### config.mk
export PLATFORM = sky130hd
export DESIGN_NAME = vx_mem_traffic_gen_flat
export DESIGN_NICKNAME = d
export VERILOG_FILES = /design/src/rtl/vx_mem_traffic_gen_pkg.sv /design/src/rtl/vx_mem_traffic_gen_if.sv /design/src/rtl/vx_tag_slot_alloc.sv /design/src/rtl/vx_mem_traffic_gen.sv /design/src/flat_wrapper.sv
export SDC_FILE = /design/constraint.sdc
export NUM_CORES = 2
export LEC_CHECK = 0
export ABC_AREA = 1
export CORE_AREA = 2 2 497 499
export DETAILED_ROUTE_END_ITERATION = 8
export DIE_AREA = 0 0 499 501
export GPL_TIMING_DRIVEN = 0
export RECOVER_POWER = 25
export SLEW_MARGIN = 40
export SYNTH_ARGS = -nofsm -noshare
export SYNTH_HDL_FRONTEND = slang
export SYNTH_SLANG_ARGS = --single-unit
### constraint.sdc
create_clock -name clk -period 5.4 [get_ports clk]
set_clock_uncertainty 0.1 [all_clocks]
set_input_delay 1.08 -clock clk [delete_from_list [all_inputs] [get_ports clk]]
set_output_delay 1.08 -clock clk [all_outputs]
set_load 0.02 [all_outputs]
### src/rtl/vx_mem_traffic_gen_pkg.sv
// Shared types and helpers for the memory traffic generator.
// Contents:
//   tg_state_e  - run-control FSM states
//   SLOT_IDX_W  - slot index width for the default 16-deep outstanding-read table
//   LINE_MAX_W  - widest memory line gen_line can produce
//   gen_line    - test pattern: 32-bit word j of line i = seed + i*words + j (mod 2**32)
package vx_traffic_gen_pkg;

    typedef enum logic [2:0] {
        StIdle,
        StWrite,
        StRead,
        StDrain,
        StDone
    } tg_state_e;

    localparam int unsigned LINE_MAX_W = 1024;
    localparam int unsigned SLOT_IDX_W = 4;

    // Returns a LINE_MAX_W-bit line; callers cast it down to their line width
    // (which must not exceed LINE_MAX_W). Words at or above 'words' are zero.
    function automatic logic [LINE_MAX_W-1:0] gen_line(input logic [31:0] seed,
                                                       input logic [31:0] idx,
                                                       input int unsigned words);
        logic [LINE_MAX_W-1:0] line;
        line = '0;
        for (int unsigned j = 0; j < LINE_MAX_W / 32; j++) begin
            if (j < words) begin
                line[j*32 +: 32] = seed + idx * words + j;
            end
        end
        return line;
    endfunction

endpackage

### src/rtl/vx_mem_traffic_gen_if.sv
// Vortex-style memory request/response bus.
// Modports:
//   master - requester (drives mem_req_*, mem_rsp_ready; consumes mem_rsp_*)
//   slave  - memory side
interface vx_mem_traffic_gen_if #(
    parameter int unsigned DATA_WIDTH = 512,
    parameter int unsigned ADDR_WIDTH = 26,
    parameter int unsigned TAG_WIDTH  = 8
) ();

    logic                    mem_req_valid;
    logic                    mem_req_rw;
    logic [DATA_WIDTH/8-1:0] mem_req_byteen;
    logic [ADDR_WIDTH-1:0]   mem_req_addr;
    logic [DATA_WIDTH-1:0]   mem_req_data;
    logic [TAG_WIDTH-1:0]    mem_req_tag;
    logic                    mem_req_ready;
    logic                    mem_rsp_valid;
    logic [DATA_WIDTH-1:0]   mem_rsp_data;
    logic [TAG_WIDTH-1:0]    mem_rsp_tag;
    logic                    mem_rsp_ready;

    modport master (
        output mem_req_valid, mem_req_rw, mem_req_byteen, mem_req_addr, mem_req_data,
        output mem_req_tag,
        input  mem_req_ready,
        input  mem_rsp_valid, mem_rsp_data, mem_rsp_tag,
        output mem_rsp_ready
    );

    modport slave (
        input  mem_req_valid, mem_req_rw, mem_req_byteen, mem_req_addr, mem_req_data,
        input  mem_req_tag,
        output mem_req_ready,
        output mem_rsp_valid, mem_rsp_data, mem_rsp_tag,
        input  mem_rsp_ready
    );

endinterface

### src/rtl/vx_tag_slot_alloc.sv
// Outstanding-read slot allocator: free bitmap with lowest-free priority encoder.
// Ports:
//   clk, reset_n  - clock, asynchronous active-low reset (all slots free)
//   alloc         - take slot alloc_idx this cycle
//   free/free_idx - release slot free_idx this cycle
//   alloc_idx     - lowest free slot index
//   free_map      - 1 = slot free (current state)
//   full          - no slot free
//   empty         - every slot free once this cycle's free has landed
module vx_tag_slot_alloc
    import vx_traffic_gen_pkg::*;
#(
    parameter int unsigned NUM_SLOTS = 16,
    parameter int unsigned SLOT_W    = SLOT_IDX_W
) (
    input  logic                 clk,
    input  logic                 reset_n,
    input  logic                 alloc,
    input  logic                 free,
    input  logic [SLOT_W-1:0]    free_idx,
    output logic [SLOT_W-1:0]    alloc_idx,
    output logic [NUM_SLOTS-1:0] free_map,
    output logic                 full,
    output logic                 empty
);

    logic [NUM_SLOTS-1:0] free_q;
    logic [NUM_SLOTS-1:0] free_vec;
    logic [NUM_SLOTS-1:0] alloc_vec;

    always_comb begin
        alloc_idx = '0;
        // Walk downwards so the lowest free index wins.
        for (int i = NUM_SLOTS - 1; i >= 0; i--) begin
            if (free_q[i]) begin
                alloc_idx = SLOT_W'(i);
            end
        end
    end

    assign free_vec  = free  ? (NUM_SLOTS'(1) << free_idx)  : '0;
    assign alloc_vec = alloc ? (NUM_SLOTS'(1) << alloc_idx) : '0;
    assign free_map  = free_q;
    assign full      = ~|free_q;
    assign empty     = &(free_q | free_vec);

    // Free applies before allocate, so a slot can be released and reused together.
    always_ff @(posedge clk or negedge reset_n) begin
        if (!reset_n) begin
            free_q <= '1;
        end else begin
            free_q <= (free_q | free_vec) & ~alloc_vec;
        end
    end

endmodule

### src/rtl/vx_mem_traffic_gen.sv
// Memory-subsystem self-test requester. Writes a seeded pattern to num_lines lines
// (base_addr + i*stride), reads them back with tagged reads that may complete out of
// order, checks each response and counts mismatches.
// Ports:
//   clk, reset_n            - clock, asynchronous active-low reset
//   start                   - pulse; begins a run when idle
//   base_addr, num_lines,
//   stride, seed            - run configuration, sampled at start
//   mem (master)            - Vortex memory request/response bus
//   busy, done              - run in progress / 1-cycle end-of-run pulse
//   err_count               - saturating data-mismatch count for this run
//   stray_rsp               - sticky: response whose tag was not outstanding
// Build option VX_TRAFFIC_GEN_PERF_EN adds perf_lat_sum / perf_lat_max (saturating
// read latency statistics, cleared at start).
module vx_mem_traffic_gen
    import vx_traffic_gen_pkg::*;
#(
    parameter int unsigned DATA_WIDTH      = 512,
    parameter int unsigned ADDR_WIDTH      = 26,
    parameter int unsigned TAG_WIDTH       = 8,
    parameter int unsigned MAX_OUTSTANDING = 16,
    parameter int unsigned CNT_WIDTH       = 16
) (
    input  logic                  clk,
    input  logic                  reset_n,
    input  logic                  start,
    input  logic [ADDR_WIDTH-1:0] base_addr,
    input  logic [CNT_WIDTH-1:0]  num_lines,
    input  logic [ADDR_WIDTH-1:0] stride,
    input  logic [31:0]           seed,
    vx_mem_traffic_gen_if.master  mem,
    output logic                  busy,
    output logic                  done,
    output logic [CNT_WIDTH-1:0]  err_count,
    output logic                  stray_rsp
`ifdef VX_TRAFFIC_GEN_PERF_EN
    ,
    output logic [31:0]           perf_lat_sum,
    output logic [15:0]           perf_lat_max
`endif
);

    localparam int unsigned WORDS  = DATA_WIDTH / 32;
    localparam int unsigned SLOT_W = (MAX_OUTSTANDING > 1) ? $clog2(MAX_OUTSTANDING) : 1;

    tg_state_e             state;
    logic [ADDR_WIDTH-1:0] base_q;
    logic [ADDR_WIDTH-1:0] stride_q;
    logic [31:0]           seed_q;
    logic [CNT_WIDTH-1:0]  num_q;
    logic [CNT_WIDTH-1:0]  idx_q;
    logic [ADDR_WIDTH-1:0] addr_q;
    logic                  rsp_ready_q;
    logic [CNT_WIDTH-1:0]  slot_line_q [MAX_OUTSTANDING];

    logic                       req_valid;
    logic                       req_fire;
    logic                       last_line;
    logic                       alloc;
    logic [SLOT_W-1:0]          alloc_idx;
    logic [MAX_OUTSTANDING-1:0] free_map;
    logic                       full;
    logic                       empty;
    logic [SLOT_W-1:0]          rsp_idx;
    logic                       rsp_fire;
    logic                       rsp_hit;
    logic                       rsp_stray;
    logic                       rsp_bad;
    logic [DATA_WIDTH-1:0]      wr_line;
    logic [DATA_WIDTH-1:0]      exp_line;

    // Request side is decoded from registered state only; no path from ready to valid.
    assign req_valid = (state == StWrite) || ((state == StRead) && !full);
    assign req_fire  = req_valid && mem.mem_req_ready;
    assign last_line = (idx_q == num_q - CNT_WIDTH'(1));
    assign alloc     = req_fire && (state == StRead);
    assign wr_line   = DATA_WIDTH'(gen_line(seed_q, 32'(idx_q), WORDS));

    assign mem.mem_req_valid  = req_valid;
    assign mem.mem_req_rw     = (state == StWrite);
    assign mem.mem_req_byteen = {(DATA_WIDTH/8){req_valid}};
    assign mem.mem_req_addr   = req_valid ? addr_q : '0;
    assign mem.mem_req_data   = (state == StWrite) ? wr_line : '0;
    assign mem.mem_req_tag    = alloc_valid_tag(state, full, alloc_idx);
    assign mem.mem_rsp_ready  = rsp_ready_q;

    function automatic logic [TAG_WIDTH-1:0] alloc_valid_tag(input tg_state_e st,
                                                             input logic is_full,
                                                             input logic [SLOT_W-1:0] idx);
        return ((st == StRead) && !is_full) ? TAG_WIDTH'(idx) : '0;
    endfunction

    // Tags are in range only when no bits above the slot index are set.
    assign rsp_idx   = mem.mem_rsp_tag[SLOT_W-1:0];
    assign rsp_fire  = mem.mem_rsp_valid && rsp_ready_q;
    assign rsp_hit   = rsp_fire && ((mem.mem_rsp_tag >> SLOT_W) == '0) && !free_map[rsp_idx];
    assign rsp_stray = rsp_fire && !rsp_hit;
    assign exp_line  = DATA_WIDTH'(gen_line(seed_q, 32'(slot_line_q[rsp_idx]), WORDS));
    assign rsp_bad   = rsp_hit && (mem.mem_rsp_data != exp_line);

    vx_tag_slot_alloc #(
        .NUM_SLOTS (MAX_OUTSTANDING),
        .SLOT_W    (SLOT_W)
    ) u_slot_alloc (
        .clk       (clk),
        .reset_n   (reset_n),
        .alloc     (alloc),
        .free      (rsp_hit),
        .free_idx  (rsp_idx),
        .alloc_idx (alloc_idx),
        .free_map  (free_map),
        .full      (full),
        .empty     (empty)
    );

    // Line index held per slot for response checking; validity lives in the bitmap.
    always_ff @(posedge clk) begin
        if (alloc) begin
            slot_line_q[alloc_idx] <= idx_q;
        end
    end

    always_ff @(posedge clk or negedge reset_n) begin
        if (!reset_n) begin
            state       <= StIdle;
            base_q      <= '0;
            stride_q    <= '0;
            seed_q      <= '0;
            num_q       <= '0;
            idx_q       <= '0;
            addr_q      <= '0;
            rsp_ready_q <= 1'b0;
            busy        <= 1'b0;
            done        <= 1'b0;
            err_count   <= '0;
            stray_rsp   <= 1'b0;
        end else begin
            rsp_ready_q <= 1'b1;
            done        <= 1'b0;
            if (rsp_stray) begin
                stray_rsp <= 1'b1;
            end
            if (rsp_bad && (err_count != '1)) begin
                err_count <= err_count + CNT_WIDTH'(1);
            end
            case (state)
                StIdle: begin
                    if (start) begin
                        base_q    <= base_addr;
                        stride_q  <= stride;
                        seed_q    <= seed;
                        num_q     <= num_lines;
                        idx_q     <= '0;
                        addr_q    <= base_addr;
                        busy      <= 1'b1;
                        err_count <= '0;
                        stray_rsp <= 1'b0;
                        if (num_lines == '0) begin
                            state <= StDone;
                            done  <= 1'b1;
                        end else begin
                            state <= StWrite;
                        end
                    end
                end
                StWrite, StRead: begin
                    if (req_fire) begin
                        if (last_line) begin
                            idx_q  <= '0;
                            addr_q <= base_q;
                            state  <= (state == StWrite) ? StRead : StDrain;
                        end else begin
                            idx_q  <= idx_q + CNT_WIDTH'(1);
                            addr_q <= addr_q + stride_q;
                        end
                    end
                end
                StDrain: begin
                    // empty already accounts for a slot freed this cycle.
                    if (empty) begin
                        state <= StDone;
                        done  <= 1'b1;
                    end
                end
                StDone: begin
                    busy  <= 1'b0;
                    state <= StIdle;
                end
                default: state <= StIdle;
            endcase
        end
    end

`ifdef VX_TRAFFIC_GEN_PERF_EN
    logic [31:0] cyc_q;
    logic [31:0] stamp_q [MAX_OUTSTANDING];
    logic [31:0] lat;
    logic [32:0] sum_ext;
    logic [15:0] lat16;

    assign lat     = cyc_q - stamp_q[rsp_idx];
    assign sum_ext = {1'b0, perf_lat_sum} + {1'b0, lat};
    assign lat16   = (lat[31:16] != '0) ? 16'hFFFF : lat[15:0];

    always_ff @(posedge clk) begin
        if (alloc) begin
            stamp_q[alloc_idx] <= cyc_q;
        end
    end

    always_ff @(posedge clk or negedge reset_n) begin
        if (!reset_n) begin
            cyc_q        <= '0;
            perf_lat_sum <= '0;
            perf_lat_max <= '0;
        end else begin
            cyc_q <= cyc_q + 32'd1;
            if ((state == StIdle) && start) begin
                perf_lat_sum <= '0;
                perf_lat_max <= '0;
            end else if (rsp_hit) begin
                perf_lat_sum <= sum_ext[32] ? '1 : sum_ext[31:0];
                if (lat16 > perf_lat_max) begin
                    perf_lat_max <= lat16;
                end
            end
        end
    end
`endif

endmodule

### src/flat_wrapper.sv
// flat-port wrapper written by rule: the top's interface ports become plain ports
module vx_mem_traffic_gen_flat import vx_traffic_gen_pkg::*;
#(
    parameter int unsigned DATA_WIDTH      = 512,
    parameter int unsigned ADDR_WIDTH      = 26,
    parameter int unsigned TAG_WIDTH       = 8,
    parameter int unsigned MAX_OUTSTANDING = 16,
    parameter int unsigned CNT_WIDTH       = 16
)
  (clk, reset_n, start, base_addr, num_lines, stride, seed, busy, done, err_count, stray_rsp, mem_mem_req_valid, mem_mem_req_rw, mem_mem_req_byteen, mem_mem_req_addr, mem_mem_req_data, mem_mem_req_tag, mem_mem_req_ready, mem_mem_rsp_valid, mem_mem_rsp_data, mem_mem_rsp_tag, mem_mem_rsp_ready);
  vx_mem_traffic_gen_if #(.DATA_WIDTH(DATA_WIDTH), .ADDR_WIDTH(ADDR_WIDTH), .TAG_WIDTH(TAG_WIDTH)) mem_i ();
  input  logic clk;
  input  logic reset_n;
  input  logic start;
  input  logic [ADDR_WIDTH-1:0] base_addr;
  input  logic [CNT_WIDTH-1:0] num_lines;
  input  logic [ADDR_WIDTH-1:0] stride;
  input  logic [31:0] seed;
  output logic busy;
  output logic done;
  output logic [CNT_WIDTH-1:0] err_count;
  output logic stray_rsp;
  output wire logic [$bits(mem_i.mem_req_valid)-1:0] mem_mem_req_valid;
  output wire logic [$bits(mem_i.mem_req_rw)-1:0] mem_mem_req_rw;
  output wire logic [$bits(mem_i.mem_req_byteen)-1:0] mem_mem_req_byteen;
  output wire logic [$bits(mem_i.mem_req_addr)-1:0] mem_mem_req_addr;
  output wire logic [$bits(mem_i.mem_req_data)-1:0] mem_mem_req_data;
  output wire logic [$bits(mem_i.mem_req_tag)-1:0] mem_mem_req_tag;
  input wire logic [$bits(mem_i.mem_req_ready)-1:0] mem_mem_req_ready;
  input wire logic [$bits(mem_i.mem_rsp_valid)-1:0] mem_mem_rsp_valid;
  input wire logic [$bits(mem_i.mem_rsp_data)-1:0] mem_mem_rsp_data;
  input wire logic [$bits(mem_i.mem_rsp_tag)-1:0] mem_mem_rsp_tag;
  output wire logic [$bits(mem_i.mem_rsp_ready)-1:0] mem_mem_rsp_ready;
  assign mem_mem_req_valid = mem_i.mem_req_valid;
  assign mem_mem_req_rw = mem_i.mem_req_rw;
  assign mem_mem_req_byteen = mem_i.mem_req_byteen;
  assign mem_mem_req_addr = mem_i.mem_req_addr;
  assign mem_mem_req_data = mem_i.mem_req_data;
  assign mem_mem_req_tag = mem_i.mem_req_tag;
  assign mem_i.mem_req_ready = mem_mem_req_ready;
  assign mem_i.mem_rsp_valid = mem_mem_rsp_valid;
  assign mem_i.mem_rsp_data = mem_mem_rsp_data;
  assign mem_i.mem_rsp_tag = mem_mem_rsp_tag;
  assign mem_mem_rsp_ready = mem_i.mem_rsp_ready;
  vx_mem_traffic_gen #(.DATA_WIDTH(DATA_WIDTH), .ADDR_WIDTH(ADDR_WIDTH), .TAG_WIDTH(TAG_WIDTH), .MAX_OUTSTANDING(MAX_OUTSTANDING), .CNT_WIDTH(CNT_WIDTH)) u_core (.clk(clk), .reset_n(reset_n), .start(start), .base_addr(base_addr), .num_lines(num_lines), .stride(stride), .seed(seed), .mem(mem_i), .busy(busy), .done(done), .err_count(err_count), .stray_rsp(stray_rsp));
endmodule
# Yosys cells after proc, flatten, opt, wreduce, memory -nomap -nowiden
# Memories as Yosys holds them, arrays and structs flattened.
# Index checks and enable logic that the tools add are counted.
# word_totals
mem_bits_rw,256
reg_bits,181
elab_cells,143
output_inout_bits,632
mem_count,1
# op_classes
muxes,52
eq_ne,11
bitwise,3
order_cmp,1
n_addsub,36
n_reduce_logical,24
shift,2
# mem_list
memory,depth,width,rd,rd_ports_with_merged_regs,write_ports,line_no,source
u_core.slot_line_q,16,16,1,0,1,vx_mem_traffic_gen.sv:54,logic [CNT_WIDTH-1:0] slot_line_q [MAX_OUTSTANDING];
# op_table
cell,count
$add 32x4->32 const B,16
$mux 512,1
$ne 512x512->1,1
$add 32x3->32 const B,8
$add 32x2->32 const B,4
$mux 16,8
$mux 26,4
$mux 4,17
$add 32x1->32 const B,2
$add 32x20->32,2
$pmux 26 s2,1
$add 16x1->16 const B,2
$pmux 16 s2,1
$shl 1x4->16 const A,2
$add 26x26->26,1
$and 16x16->16,1
$eq 16x16->1,1
$logic_not 16->1,1
$ne 16x16->1 const B,1
$not 16->16,1
$or 16x16->16,1
$reduce_and 16->1,1
$reduce_or 16->1,1
$sub 16x1->16 const B,1
21 further kinds,50

# Logic depth before layout (Yosys ltp)
# logic_depth
ltp_word,20
mapped_depth,44
depth_no_buf,41

# Modules after synthesis
# From an unflattened synthesis, not the netlist that was laid out.
# unflattened
cells_unflattened,8076
hier_area_um2,49062.1
# modules_own_cells
module,cells_each,seq_area_each_um2,instances,area_per_inst_um2
vx_mem_traffic_gen,7914,11816.3,1,47912.2
vx_tag_slot_alloc,162,420.4,1,1149.9

# Worst setup path after synthesis
# Ideal clock, no wire load.
# synth_timing
kind,input-to-reg
start,input mem_mem_rsp_tag[1]
end,register u_core.err_count[10]
n_path_buf,5
path_slack_ns,-0.511
setup_ns,0.113
path_stages,35
arrival_time_ns,5.698
cell_sequence,inv_1 > nor2_1 > clkbuf_1 > clkbuf_1 > a22oi_1 > a31oi_1 > o21ai_0 > nand2_1 > ha_1 > inv_1 > fa_1 > buf_2 > inv_1 > nand2_1 > nor2_1 > nand2_1 > nor2_1 > buf_2 > inv_2 > or2_0 > a21oi_1 > nand4_1 > nor2_1 > nand3_1 > nor2_1 > nand3_1 > nor2_1 > nand2_1 > nor2_1 > nand2_2 > buf_6 > nand3_1 > nand2_1 > clkinv_1 > nor2_1
# synth_via
elab_chain_cells,9
word_cells_on_any_way,27
cone_classes,add/sub: 16; eq/ne: 1; mux: 5; reduce/logical: 4; memory: 1
# synth_lines
item,line_no,source
from (decl),flat_wrapper.sv:32,input wire logic [$bits(mem_i.mem_rsp_tag)-1:0] mem_mem_rsp_tag;
$mem_v2 16x16 / $bmux 1 s4 (equally long branches),n/a,
$add 32x20->32 / $mux 1 (equally long branches),"vx_mem_traffic_gen_pkg.sv:29, vx_mem_traffic_gen.sv:96",
$add 32x1->32 (tied with other cells),vx_mem_traffic_gen_pkg.sv:29,line[j*32 +: 32] = seed + idx * words + j;
$ne 512x512->1 / $logic_and 1x1->1 (equally long branches),"vx_mem_traffic_gen.sv:99, vx_mem_traffic_gen.sv:96",
$logic_and 1x1->1 (*),vx_mem_traffic_gen.sv:99,assign rsp_bad = rsp_hit && (mem.mem_rsp_data != exp_line);
$logic_and 1x1->1 (*),vx_mem_traffic_gen.sv:143,if (rsp_bad && (err_count != '1)) begin
$mux 16 (*),vx_mem_traffic_gen.sv:143,
$mux 16,vx_mem_traffic_gen.sv:148,if (start) begin
$mux 16 (*),vx_mem_traffic_gen.sv:146,case (state)
to (signal assigned),vx_mem_traffic_gen.sv:144,err_count <= err_count + CNT_WIDTH'(1);
to (decl),vx_mem_traffic_gen.sv:34,"output logic [CNT_WIDTH-1:0] err_count,"
# Mark *: on every way between the ends. The rest lies on a longest branch, timed or not. The select of a mux whose other input is x is not followed.
# A chain may end at the register's enable or synchronous reset.

# Worst setup path in the final report
# layout_timing
start,register u_core.seed_q[1]
end,output mem_mem_req_data[235]
# layout_via
elab_chain_cells,3
# layout_lines
item,line_no,source
from (decl),vx_mem_traffic_gen.sv:49,logic [31:0] seed_q;
from (signal assigned),vx_mem_traffic_gen.sv:128,seed_q <= '0;
from (signal assigned),vx_mem_traffic_gen.sv:151,seed_q <= seed;
$add 32x20->32,vx_mem_traffic_gen_pkg.sv:29,
$add 32x3->32,vx_mem_traffic_gen_pkg.sv:29,
$mux 512,vx_mem_traffic_gen.sv:83,assign mem.mem_req_data = (state == StWrite) ? wr_line : '0;
to (decl),flat_wrapper.sv:27,output wire logic [$bits(mem_i.mem_req_data)-1:0] mem_mem_req_data;
# No other way between the ends.

==> metrics.txt <==
Worst-Skew Late Latency=~600 ps; min Tclk post-route=approximately 6400 ps; Remaining Overflow, GRT=0; TritonCTS clock tree=yes; Hold Vio Cnt, Final=0; Netlist cell types=63; clock root buffer=clkbuf_16; DRT iter0 DRCs=8021; Main synth FF type=edfxtp_1; RePlAce Congestion=1.06; core area=0.245 mm2; vias per std cell=5.06; area occupied by multi-input gates=about 0.036 mm2; CP Max Fanout=9; failing checks=max-capacitance violations, max-slew violations, negative setup slack; share of cells above drive strength 1=between 20% and 30%; Die ar.=approximately 0.25 mm2; Clk pin slew, worst setup/hold paths=60 ps; die width=between 400 and 500 um; status=finished, violations left; row cnt=between 150 and 200; CP Data Arrival Time=~5300 ps; post-DR wirelength/cell=roughly 33 um; VDD IR max=0.699 mV; routed wire length=about 420 mm; Final ANT Viol Nets=0; Layout fillers=26900; RSZ-0062 raised after global routing=true; hpwl dp=between 300 and 400 mm; total negative slack=-288980 ps; sequential fraction of the synthesis area=between 20% and 30%; TritonRoute pass-1 iters=7; worst setup slack after layout=-1040 ps; Crit Path Category=reg -> out; critical path launch point type=flip-flop; HP Class=reg -> reg; initial antenna violation count=188; Synth Warn #=0; worst slew pin tran=3190 ps; Mapped Cells=between 7000 and 8000; Slew headroom=-113%; Leak=33.6 nW; first-pass GRT wire length=about 530 mm; Tcrit/Tclk final=119%; # DRC=0; CTS sink cnt=approximately 440; GRT Total Usage=a little under a third; Worst Setup End Kind=primary output; post-synthesis average cell area=approximately 6 um2; number of synthesized flops with an enable pin=256; vias in the first global route=around 58000; cts bufs inserted=47; CTS H-tree depth=2; port bufs=~1300; Fmax achieved=around 0.16 GHz; Ports=1257; Max-cap violations=1; #FFs+latches synth=roughly 440; Final #Nets=between 10000 and 15000; pwr dens=638 mW/mm2; worst path required time=4220 ps; via count=approximately 65000; Syn Std Cell Area=0.0478 mm2; endpoints failing setup=about 510; Synth-to-Final Area Change=60.7%; dpl ws=-4240 ps; Die Y=501 um; Starting Density=19.5%; Slew Viols, Final=a little under 50; clk buf depth=3; asr flop ratio synth=between 40 and 50%; largest net degree at the start of global routing=52; Reg area=around 0.012 mm2
## synth_stat cells, types with 41 or more instances
master	instances	area (um2)
o21ai_0	527	2640
buf_4	113	848
nor2_2	45	282
inv_2	44	165
nand3_1	598	2990
nand3b_1	97	728
nand4_1	140	876
nand2_1	2238	8400
clkbuf_1	176	661
nor2_1	897	3370
buf_2	44	220
a22oi_1	107	803
xor2_1	371	3250
edfxtp_1	256	7690
ha_1	75	938
inv_1	897	3370
nor3_1	109	546
xnor2_1	136	1190
nand2_2	41	257
a31oi_1	50	313
a21oi_1	242	1210
dfrtp_1	165	4130
o21ai_1	48	240
## logic make-up (layout without fill, tap and decap cells)
| group | after synthesis | in the layout | synth area share, % |
|---|---|---|---|
| other | 2 | 93 | 0.0157 |
| AND/OR/NAND/NOR | 4284 | 4285 | 38.4 |
| flip-flops | 437 | 437 | 25.6 |
| multiplexers | 3 | 3 | 0.0628 |
| adder cells (fa/ha/maj) | 78 | 78 | 2.09 |
| XOR/XNOR | 515 | 515 | 9.66 |
| AO/OA/AOI/OAI | 1082 | 1082 | 12.6 |
| buffers and inverters | 1345 | 3115 | 11.6 |
## per-stage QoR
step / hold slack [ps] / util (%) / cells / area, um2 / power [W]
after detailed placement: 359 / 26.8 / 12300 / 65600 / 0.0400
after CTS: 300 / 29.4 / 12500 / 71900 / 0.0456
after floorplan: 342 / - / 7749 / 48000 / 0.0227
after global placement: 354 / 26.4 / 12200 / 64600 / 0.0397
after global routing: 399 / 31.4 / 12800 / 76800 / 0.0508
final: 372 / 31.4 / 12800 / 76900 / 0.0490
## sequential cells by signal (all words and copies together), names as in the netlist, 3 cells and up
signal	count
u_core.state	3
u_core.u_slot_alloc.free_map	16
u_core.err_count	16
u_core.idx_q	16
u_core.addr_q	26
u_core.num_q	16
u_core.base_q	26
u_core.slot_line_q	256
u_core.seed_q	32
u_core.stride_q	26
## metal layers
layer  vias to the layer above  part of all wire, %  track usage [%]
met5                         -                0.045                0
met4                        32                  8.4             22.1
met3                      1115                   11             9.61
met2                      4577                   45             50.3
met1                     30700                   36             36.0
li1                      28600                    -                -
## critical path: stages, from the launching register on
cell             delay (ps)
dfrtp_1                 540
buf_4                   350
inv_4                   200
ha_1                    350
nand2_1                 370
nand2_4                 260
inv_1                   490
nor2_1                  170
inv_1                   370
nor2_1                  190
o21ai_0                 540
clkdlybuf4s50_1         750
## final cells by class
class,count,share of cell area (%)
Inverter,968,4.94
Buffer,375,3.60
Antenna cell,88,0.286
Clock inverter,31,0.465
Sequential cell,437,16.0
Timing Repair Buffer,1685,21.2
Clock buffer,55,1.59
Timing Repair inverter,1,0.00976
Multi-Input combinational cell,5968,46.7
Tap cell,3220,5.24
## timing repair
item / in CTS / in global routing
hold buffers: 0 / 0
endpoints found under the setup margin: 509 / 502
pin swaps: 138 / 213
resized for setup: 1249 / 1298
setup buffers: 174 / 216
cloned: 3 / 8
## worst paths after layout
check,start,endpoint,slack (ps),cells past startpoint
hold / removal,u_core.base_q[12],u_core.base_q[12],370,2
setup / recovery,u_core.seed_q[1],mem_mem_req_data[235],-1040,11
min in group asynchronous,reset_n,u_core.base_q[11],1440,1
max in group asynchronous,reset_n,u_core.stride_q[9],1960,1
hold reg to reg,u_core.base_q[12],u_core.base_q[12],370,2
setup reg to reg,u_core.seed_q[3],u_core.err_count[15],-730,30
## layout by cell type (no fill, tap or decap), types with 210 or more instances in the layout
| cell | instances |
|---|---|
| clkdlybuf4s50_1 | 1021 |
| edfxtp_1 | 256 |
| inv_1 | 836 |
| nand3_1 | 533 |
| nand2_1 | 2035 |
| xor2_1 | 339 |
| buf_4 | 496 |
| nor2_1 | 599 |
| nor2_4 | 230 |
| o21ai_0 | 435 |
| a21oi_1 | 210 |
## where the power goes
part / switching (W) / internal, W
clock: 0.00146 / 0.00190
sequential: 0.000721 / 0.00415
combinational: 0.0276 / 0.0133
No activity file was read; power rests on OpenSTA's default activity.
